==> config.mk <==
export PLATFORM = sky130hd
export DESIGN_NAME = load_store_unit
export DESIGN_NICKNAME = d
export VERILOG_FILES = /design/src/rtl/lsu_pkg.sv /design/src/rtl/lsu_lane_ops.sv /design/src/rtl/load_store_unit.sv
export SDC_FILE = /design/constraint.sdc
export NUM_CORES = 1
export LEC_CHECK = 0
export ABC_AREA = 1
export BUFFER_PORTS_ARGS = -buffer_cell sky130_fd_sc_hd__buf_4
export CAP_MARGIN = 10
export CORE_UTILIZATION = 52
export CTS_CLUSTER_DIAMETER = 150
export DETAILED_ROUTE_END_ITERATION = 8
export GPL_TIMING_DRIVEN = 0
export PLACE_DENSITY = 0.89
export REMOVE_ABC_BUFFERS = 1
export SLEW_MARGIN = 5
export SYNTH_ARGS = -nofsm -noshare
export SYNTH_HDL_FRONTEND = slang
export SYNTH_HIERARCHICAL = 1
export SYNTH_SLANG_ARGS = --single-unit
export TNS_END_PERCENT = 1
==> constraint.sdc <==
create_clock -name clk -period 1.95 [get_ports clk]
set_input_delay 0.0975 -clock clk [delete_from_list [all_inputs] [get_ports clk]]
set_output_delay 0.0975 -clock clk [all_outputs]
set_load 0.1 [all_outputs]
==> src/rtl/lsu_pkg.sv <==
// lsu_pkg
//   Shared definitions for the load/store unit: access-size encodings, the
//   FSM state type, memory geometry and small helpers for size
//   normalisation, alignment checking and lane-offset alignment.
package lsu_pkg;

   localparam int LSU_MEM_DEPTH = 1024;
   localparam int WORD_IDX_W    = $clog2(LSU_MEM_DEPTH);

   localparam logic [1:0] SZ_BYTE = 2'b00;
   localparam logic [1:0] SZ_HALF = 2'b01;
   localparam logic [1:0] SZ_WORD = 2'b10;

   typedef enum logic [2:0] {
      ST_IDLE,
      ST_READ,
      ST_MERGE,
      ST_WRITE,
      ST_DONE
   } lsu_state_t;

   // Encoding 11 behaves exactly like a word access.
   function automatic logic [1:0] normSize(input logic [1:0] sz);
      return (sz == 2'b11) ? SZ_WORD : sz;
   endfunction

   // sz must already be normalised.
   function automatic logic isMisaligned(input logic [1:0] sz, input logic [1:0] lo);
      return ((sz == SZ_HALF) && lo[0]) || ((sz == SZ_WORD) && (lo != 2'b00));
   endfunction

   // Byte offset of the lane actually used, with offending low bits dropped.
   function automatic logic [1:0] alignOffset(input logic [1:0] sz, input logic [1:0] lo);
      logic [1:0] off;
      case (sz)
         SZ_BYTE: off = lo;
         SZ_HALF: off = {lo[1], 1'b0};
         default: off = 2'b00;
      endcase
      return off;
   endfunction

endpackage

==> src/rtl/lsu_lane_ops.sv <==
// lsu_lane_ops
//   Combinational lane logic for the load/store unit.
//   Ports:
//     memWord    in  32  word read from dataMemory
//     newData    in  32  store operand (low byte/half used for sub-word sizes)
//     size       in  2   normalised access size
//     offset     in  2   aligned byte offset of the accessed lane
//     signExt    in  1   sign-extend the extracted lane when set
//     loadValue  out 32  extracted and extended load result
//     mergedWord out 32  memWord with the addressed lane(s) replaced by newData
module lsu_lane_ops
   import lsu_pkg::*;
(
   input  logic [31:0] memWord,
   input  logic [31:0] newData,
   input  logic [1:0]  size,
   input  logic [1:0]  offset,
   input  logic        signExt,
   output logic [31:0] loadValue,
   output logic [31:0] mergedWord
);

   logic [31:0] shifted;
   logic [31:0] replicated;
   logic [3:0]  laneEn;

   assign shifted = memWord >> {offset, 3'b000};

   always_comb begin
      case (size)
         SZ_BYTE: loadValue = {{24{signExt & shifted[7]}}, shifted[7:0]};
         SZ_HALF: loadValue = {{16{signExt & shifted[15]}}, shifted[15:0]};
         default: loadValue = memWord;
      endcase
   end

   // Replicating the operand across the word lets each lane pick its byte
   // from the same position it will occupy in memory.
   always_comb begin
      case (size)
         SZ_BYTE: begin
            replicated = {4{newData[7:0]}};
            laneEn     = 4'b0001 << offset;
         end
         SZ_HALF: begin
            replicated = {2{newData[15:0]}};
            laneEn     = 4'b0011 << offset;
         end
         default: begin
            replicated = newData;
            laneEn     = 4'b1111;
         end
      endcase
   end

   generate
      for (genvar gi = 0; gi < 4; gi++) begin : g_lane
         assign mergedWord[8*gi +: 8] = laneEn[gi] ? replicated[8*gi +: 8] : memWord[8*gi +: 8];
      end
   endgenerate

endmodule

==> src/rtl/load_store_unit.sv <==
// load_store_unit
//   Converts LDR/STR/LDRB/STRB/LDRH/STRH requests into word-wide cycles on
//   dataMemory (1-cycle registered read, writes whenever readNotWrite=0).
//   Sub-word stores are done as read-modify-write.
//   Build option: define LSU_ALIGN_FAULT_EN to reject misaligned half/word
//   requests with fault=1 and no memory access; otherwise misaligned low
//   address bits are ignored and fault stays 0.
//   Ports:
//     clk, reset            clock and synchronous active-high reset
//     start                 request strobe, sampled only in IDLE
//     is_load, size,        request fields, valid in the start cycle
//     sign_ext, addr,
//     store_data
//     busy                  high whenever not IDLE
//     done                  one-cycle completion pulse
//     load_data             registered load result
//     fault                 misalignment flag, valid with done
//     mem_addr              word index to dataMemory
//     mem_din / mem_dout    write data / read data
//     mem_en, mem_rnw       memoryEnable / readNotWrite
module load_store_unit
   import lsu_pkg::*;
#(
   parameter int MEM_DEPTH = LSU_MEM_DEPTH,
   parameter int DATA_W    = 32
)
(
   input  logic              clk,
   input  logic              reset,
   input  logic              start,
   input  logic              is_load,
   input  logic [1:0]        size,
   input  logic              sign_ext,
   input  logic [31:0]       addr,
   input  logic [DATA_W-1:0] store_data,
   output logic              busy,
   output logic              done,
   output logic [DATA_W-1:0] load_data,
   output logic              fault,
   output logic [31:0]       mem_addr,
   output logic [DATA_W-1:0] mem_din,
   input  logic [DATA_W-1:0] mem_dout,
   output logic              mem_en,
   output logic              mem_rnw
);

   localparam logic [29:0] IDX_MASK = 30'(MEM_DEPTH - 1);

   lsu_state_t stateReg, stateNext;

   logic              isLoadReg;
   logic [1:0]        sizeReg;
   logic              signExtReg;
   logic [1:0]        offsetReg;
   logic [DATA_W-1:0] storeDataReg;
   logic [DATA_W-1:0] loadDataReg;
   logic [DATA_W-1:0] memDinReg;
   logic [31:0]       memAddrReg;
   logic              faultReg;

   logic [1:0]        reqSize;
   logic              reqFault;
   logic              reqWordStore;
   logic [31:0]       loadValue;
   logic [31:0]       mergedWord;

   assign reqSize      = normSize(size);
   assign reqWordStore = !is_load && (reqSize == SZ_WORD);

`ifdef LSU_ALIGN_FAULT_EN
   assign reqFault = isMisaligned(reqSize, addr[1:0]);
`else
   assign reqFault = 1'b0;
`endif

   lsu_lane_ops u_lane_ops (
      .memWord    (mem_dout),
      .newData    (storeDataReg),
      .size       (sizeReg),
      .offset     (offsetReg),
      .signExt    (signExtReg),
      .loadValue  (loadValue),
      .mergedWord (mergedWord)
   );

   always_ff @(posedge clk) begin
      if (reset) begin
         stateReg <= ST_IDLE;
      end else begin
         stateReg <= stateNext;
      end
   end

   always_comb begin
      stateNext = stateReg;
      busy      = (stateReg != ST_IDLE);
      done      = (stateReg == ST_DONE);
      mem_en    = 1'b0;
      mem_rnw   = 1'b1;
      case (stateReg)
         ST_IDLE: begin
            if (start) begin
               if (reqFault)          stateNext = ST_DONE;
               else if (reqWordStore) stateNext = ST_WRITE;
               else                   stateNext = ST_READ;
            end
         end
         ST_READ: begin
            mem_en    = 1'b1;
            stateNext = ST_MERGE;
         end
         ST_MERGE: begin
            stateNext = isLoadReg ? ST_DONE : ST_WRITE;
         end
         ST_WRITE: begin
            mem_en    = 1'b1;
            mem_rnw   = 1'b0;
            stateNext = ST_DONE;
         end
         ST_DONE: begin
            stateNext = ST_IDLE;
         end
         default: begin
            stateNext = ST_IDLE;
         end
      endcase
      // The memory writes on any edge with readNotWrite low, so reset must
      // override the WRITE state combinationally to keep the edge harmless.
      if (reset) begin
         mem_en  = 1'b0;
         mem_rnw = 1'b1;
      end
   end

   always_ff @(posedge clk) begin
      if (reset) begin
         isLoadReg    <= 1'b0;
         sizeReg      <= SZ_BYTE;
         signExtReg   <= 1'b0;
         offsetReg    <= 2'b00;
         storeDataReg <= '0;
         loadDataReg  <= '0;
         memDinReg    <= '0;
         memAddrReg   <= '0;
         faultReg     <= 1'b0;
      end else begin
         case (stateReg)
            ST_IDLE: begin
               if (start) begin
                  isLoadReg    <= is_load;
                  sizeReg      <= reqSize;
                  signExtReg   <= sign_ext;
                  offsetReg    <= alignOffset(reqSize, addr[1:0]);
                  storeDataReg <= store_data;
                  memAddrReg   <= {2'b00, addr[31:2] & IDX_MASK};
                  faultReg     <= reqFault;
                  // Word stores skip the read, so the write data is ready now.
                  if (reqWordStore) begin
                     memDinReg <= store_data;
                  end
               end
            end
            ST_MERGE: begin
               if (isLoadReg) begin
                  loadDataReg <= loadValue;
               end else begin
                  memDinReg <= mergedWord;
               end
            end
            default: begin
            end
         endcase
      end
   end

   assign load_data = loadDataReg;
   assign mem_din   = memDinReg;
   assign mem_addr  = memAddrReg;
   assign fault     = faultReg;

endmodule

[After elaboration in Yosys (flattened, before gate mapping)]
Index checks and enable logic that the tools add are counted.
Storage, ports and cells
  register bits: 115
  input bits: 103
  output and inout port bits: 101
  logic and storage cells: 57
Cells by class
  equal/unequal tests: 11
  shifts and indexed selects: 3
  muxes and demuxes: 21
  bitwise gates (word level): 2
  reductions and logical operators: 11
Operators with widths (number)
  $pmux W32 S2: 3
  $mux W32: 3
  $mux W8: 4
  $shr A32 B5 Y16: 1
  $pmux W3 S4: 1
  $pmux W4 S2: 1
  $eq A3 B2 Y1 const B: 2
  $mux W3: 2
  $ne A2 B2 Y1 const B: 3
  $eq A2 B1 Y1 const B: 2
  $eq A2 B2 Y1 const B: 2
  $logic_not A2 Y1: 2
  $mux W1: 4
  $mux W2: 2
  $pmux W2 S2: 1
  $reduce_and A2 Y1: 2
  $reduce_and A4 Y1: 1
  $shl A1 B2 Y4 const A: 1
  $shl A2 B2 Y4 const A: 1
  $eq A3 B1 Y1 const B: 1
  $eq A3 B3 Y1 const B: 1
  $logic_not A3 Y1: 1
  $reduce_bool A3 Y1: 1
  $and A1 B1 Y1: 2
  4 further kinds: 4

[Logic depth before layout (Yosys ltp)]
  word-level depth: 7
  gate-level depth with buffers: 13
  mapped depth without buffers: 12

[Hierarchy]
Netlist, hierarchy kept.
Modules (own cells, without submodules)
  load_store_unit: instances 1, cells an instance 709, area each 4883.4 sq um, seq. area each 2302.2 sq um
  lsu_lane_ops: instances 1, cells an instance 353, area each 1515.2 sq um, seq. area each 0.0 sq um

[Worst setup path after synthesis]
OpenSTA, ideal clock, no wires.
  path type: register -> output
  start point: register stateReg[1]
  end point: output port done
  arrival time: 2.787 ns
  data required time: 1.852 ns
  setup slack: -0.934 ns
  cell stages (with the launch flop): 4
  path buffers: 2
  cell sequence: dfxtp_1 > buf_2 > buf_1 > nor3_1
On the way
  longest elaborated chain between the ends: 1
Ends and longest elaborated chain
  start, declared: line load_store_unit.sv:49  | lsu_state_t stateReg, stateNext;
  start signal, assigned: line load_store_unit.sv:90  | stateReg <= stateNext;
  $eq A3 B3 Y1: line load_store_unit.sv:97  | done = (stateReg == ST_DONE);
  end, declared: line load_store_unit.sv:37  | output logic done,
No other way between the ends.

[Final worst setup path]
  start point: register stateReg[2]
  end point: register sizeReg[0]
On the way
  longest elaborated chain between the ends: 2
Ends and longest elaborated chain
  $logic_not A3 Y1: line load_store_unit.sv:147  | case (stateReg)
  $reduce_and A2 Y1 (no line)
  end signal, assigned: line load_store_unit.sv:151  | sizeReg <= reqSize;
  end, declared: line load_store_unit.sv:52  | logic [1:0] sizeReg;
No other way between the ends.
A chain may end at the register's enable or synchronous reset.

==> flow_summary.yaml <==
placement:
  hpwl_um: 12100
  gp_congestion: 0.889
  io_buffers: 160
  place_inst: 1306
final_layout:
  nFillCells: 933
  final_cell_mix: "436 x nand2_1, 170 x buf_4, 109 x dfxtp_1"
  layout-drive-gt1-share_pct: 19.5
  final_cells: 1409
  multi_input_area_mm2: 0.00352
  final_net_count: 1353
  seq_area_mm2: 0.00232
  area_growth_pct: 37.7
  antenna_cells: 0
  mostFrequentLayoutCell: "nand2_1"
worst_hold_path:
  hold_end: "load_data[10]"
  holdPathStages: 5
  worstHoldPathType: "input port to flop"
  hold_start: "mem_dout[10]"
clock_network:
  h-tree-depth: 4
  cts_buffers: 17
  clk_path_buf_depth: 2
  clkSinkCount: 115
  cts_tree: "yes"
  root_buffer: "clkbuf_16"
  worstSkewPairLatency_ps: 430
  cts.clk_slew.worst_paths_ps: 60
synthesis:
  ys_warn_count: 6
  avgSynthCellArea_um2: 6.03
  synth-seq-cells: 115
  synth_cells: 1062
  synth_cell_type_count: 26
  netlist_area_mm2: 0.00640
  synth_seq_area_share_pct: 36.0
drt:
  routed-via-count: 8041
  routed_wirelength_um: 24000
  ant_nets: 0
  first_iter_violations: 1321
  viasPerCell: 5.71
  firstDrtPassIters: 8
  routedWlPerCell_um: 17.0
  drc: 0
worst_setup_path:
  end_kind: "flop"
  critPathArrivalTime_ps: 2330
  max_stage_delay_ps: 430
  crit_chain: "nor2_4, buf_12, nand3_4, nor2_1, nand2_1, a21oi_1"
  rrSetupSlack_ps: -80
  worstSetupPathType: "flop to flop"
  r2r-end: "sizeReg[0]"
  r2r-start: "stateReg[2]"
  crit_path_start_kind: "flop"
  cp-startpoint: "stateReg[2]"
  crit_path_top_delay_cell: "dfxtp_1"
  critPathRequiredTime_ps: 2250
  crit_fanout: 25
  reg2reg_depth: 6
sta:
  finalWorstSetupSlack_ps: -82.2
  setup_violations: 2
  min_period_ps: 2030
  finalMaxSlewViolations: 0
  fin_crit_sh_pct: 104
  rsz0062_at_grt: "true"
  max_slew_margin_pct: 37.4
  tightestPinTransition_ps: 938
  fmax_ghz: 0.492
  setup_tns_ps: -88.5
  fin_skew_ps: 11.9
  finalHoldViolCount: 0
floorplan:
  row_count: 40
  die_h_um: 113
  io-pin-count: 204
  die_w_um: 113
  core_mm2: 0.0120
  dieArea_mm2: 0.0128
  start_util_pct: 53.3
status:
  violations: "setup timing"
  status: "finished with violations"
global_route:
  grtUsageMet3_pct: 10.2
  top_usage_layer: "met2"
  grt_pass1_wl_um: 35800
  gr-usage-met2_pct: 57.8
  grt_pass1_vias: 7299
  grtUsageTotal_pct: 36.0
  overflow: 0
  grt_max_degree: 51
  antenna_found_initial: 0
  grt_use_met1_pct: 41.7
power_and_ir_drop:
  p_per_area_mw_per_mm2: 1100
  peakVddDrop_uv: 640
  total_leakage_power_nw: 4.37
job:
  maxCapViolations: 0
==> worst max-delay path, delay by kind of cell, from the launching register on <==
kind	cells	cell delay (ps)
AO/OA/AOI/OAI	1	310
buffers and inverters	1	160
flip-flops	1	430
AND/OR/NAND/NOR	4	1010
==> area by class of cell <==
| type | instances | area share [%] |
|---|---|---|
| well taps | 147 | 2.09 |
| inverters | 90 | 4.10 |
| clock inverters | 6 | 0.625 |
| repair inverters | 1 | 0.0568 |
| flip-flops and latches | 115 | 26.3 |
| multi-input cells | 800 | 39.9 |
| clock buffers | 25 | 5.39 |
| repair buffers | 225 | 21.5 |
==> power breakdown <==
| part | switching, mW | internal, mW | total [mW] |
|---|---|---|---|
| Sequential | 0.254 | 2.62 | 2.88 |
| Clock | 1.06 | 1.79 | 2.85 |
| Combinational | 2.97 | 0.970 | 3.94 |
| Total | 4.28 | 5.39 | 9.67 |
==> sequential cells by signal (all words and copies together), names as in the netlist <==
register      cells
sizeReg           2
storeDataReg     32
isLoadReg         1
stateReg          3
signExtReg        1
mem_addr         10
mem_din          32
offsetReg         2
load_data        32
==> what timing repair did <==
action | CTS | global route
pin swaps | 6 | 4
gates cloned | 9 | 0
buffers inserted | 5 | 10
hold buffers | 48 | 0
gates resized for setup | 27 | 12
endpoints found under the setup margin | 115 | 98
hold endpoints to repair | 49 | 0
==> layer usage <==
| layer | wire length [µm] | up-vias |
|---|---|---|
| met5 | 0 | - |
| met4 | 1460 | 0 |
| met3 | 3090 | 158 |
| met2 | 10900 | 645 |
| met1 | 8530 | 3578 |
| li1 | - | 3660 |
==> synthesized netlist by cell type, drive strengths merged <==
master | instances | area (µm²)
clkbuf | 23 | 88.8
o22ai | 1 | 6.26
buf | 64 | 407
a211oi | 2 | 15.0
dfxtp | 115 | 2300
nor3 | 1 | 5.00
nor3b | 1 | 7.51
nand4 | 1 | 6.26
nor2 | 84 | 333
a21oi | 88 | 440
nand2 | 440 | 1660
inv | 90 | 338
nand3 | 90 | 470
conb | 1 | 3.75
o21ai | 61 | 317
==> cells by family (layout without fill, tap and decap cells) <==
group / after synthesis / count (layout) / synth area share, %
simple gates: 617 / 625 / 38.8
buf+inv: 177 / 347 / 13.0
compound gates: 152 / 152 / 12.2
flops: 115 / 115 / 36.0
other cells: 1 / 23 / 0.0586
==> worst max path at each step <==
stage / endpoint / cells after the start
6_report: sizeReg[0] / 6
3_3_place_gp: load_data[3] / 7
2_1_floorplan: mem_din[0] / 5
4_1_cts: mem_din[9] / 12
3_5_place_dp: mem_din[20] / 6
5_1_grt: sizeReg[0] / 6
==> per-stage QoR <==
stage                     util [%]  power (mW)  instance area [µm²]  hold WS (ps)  setup WS, ps
after floorplan                  -        5.44                 5990           167         -1060
after global placement        61.4        6.23                 7370           349         -2370
after detailed placement      61.7        6.30                 7410           359         -2070
after CTS                     72.1        9.42                 8650          92.8          1.25
after global routing          73.4        10.0                 8810           138          -110
final                         73.4        9.67                 8810           108         -82.2
(Power assumes the default switching activity.)
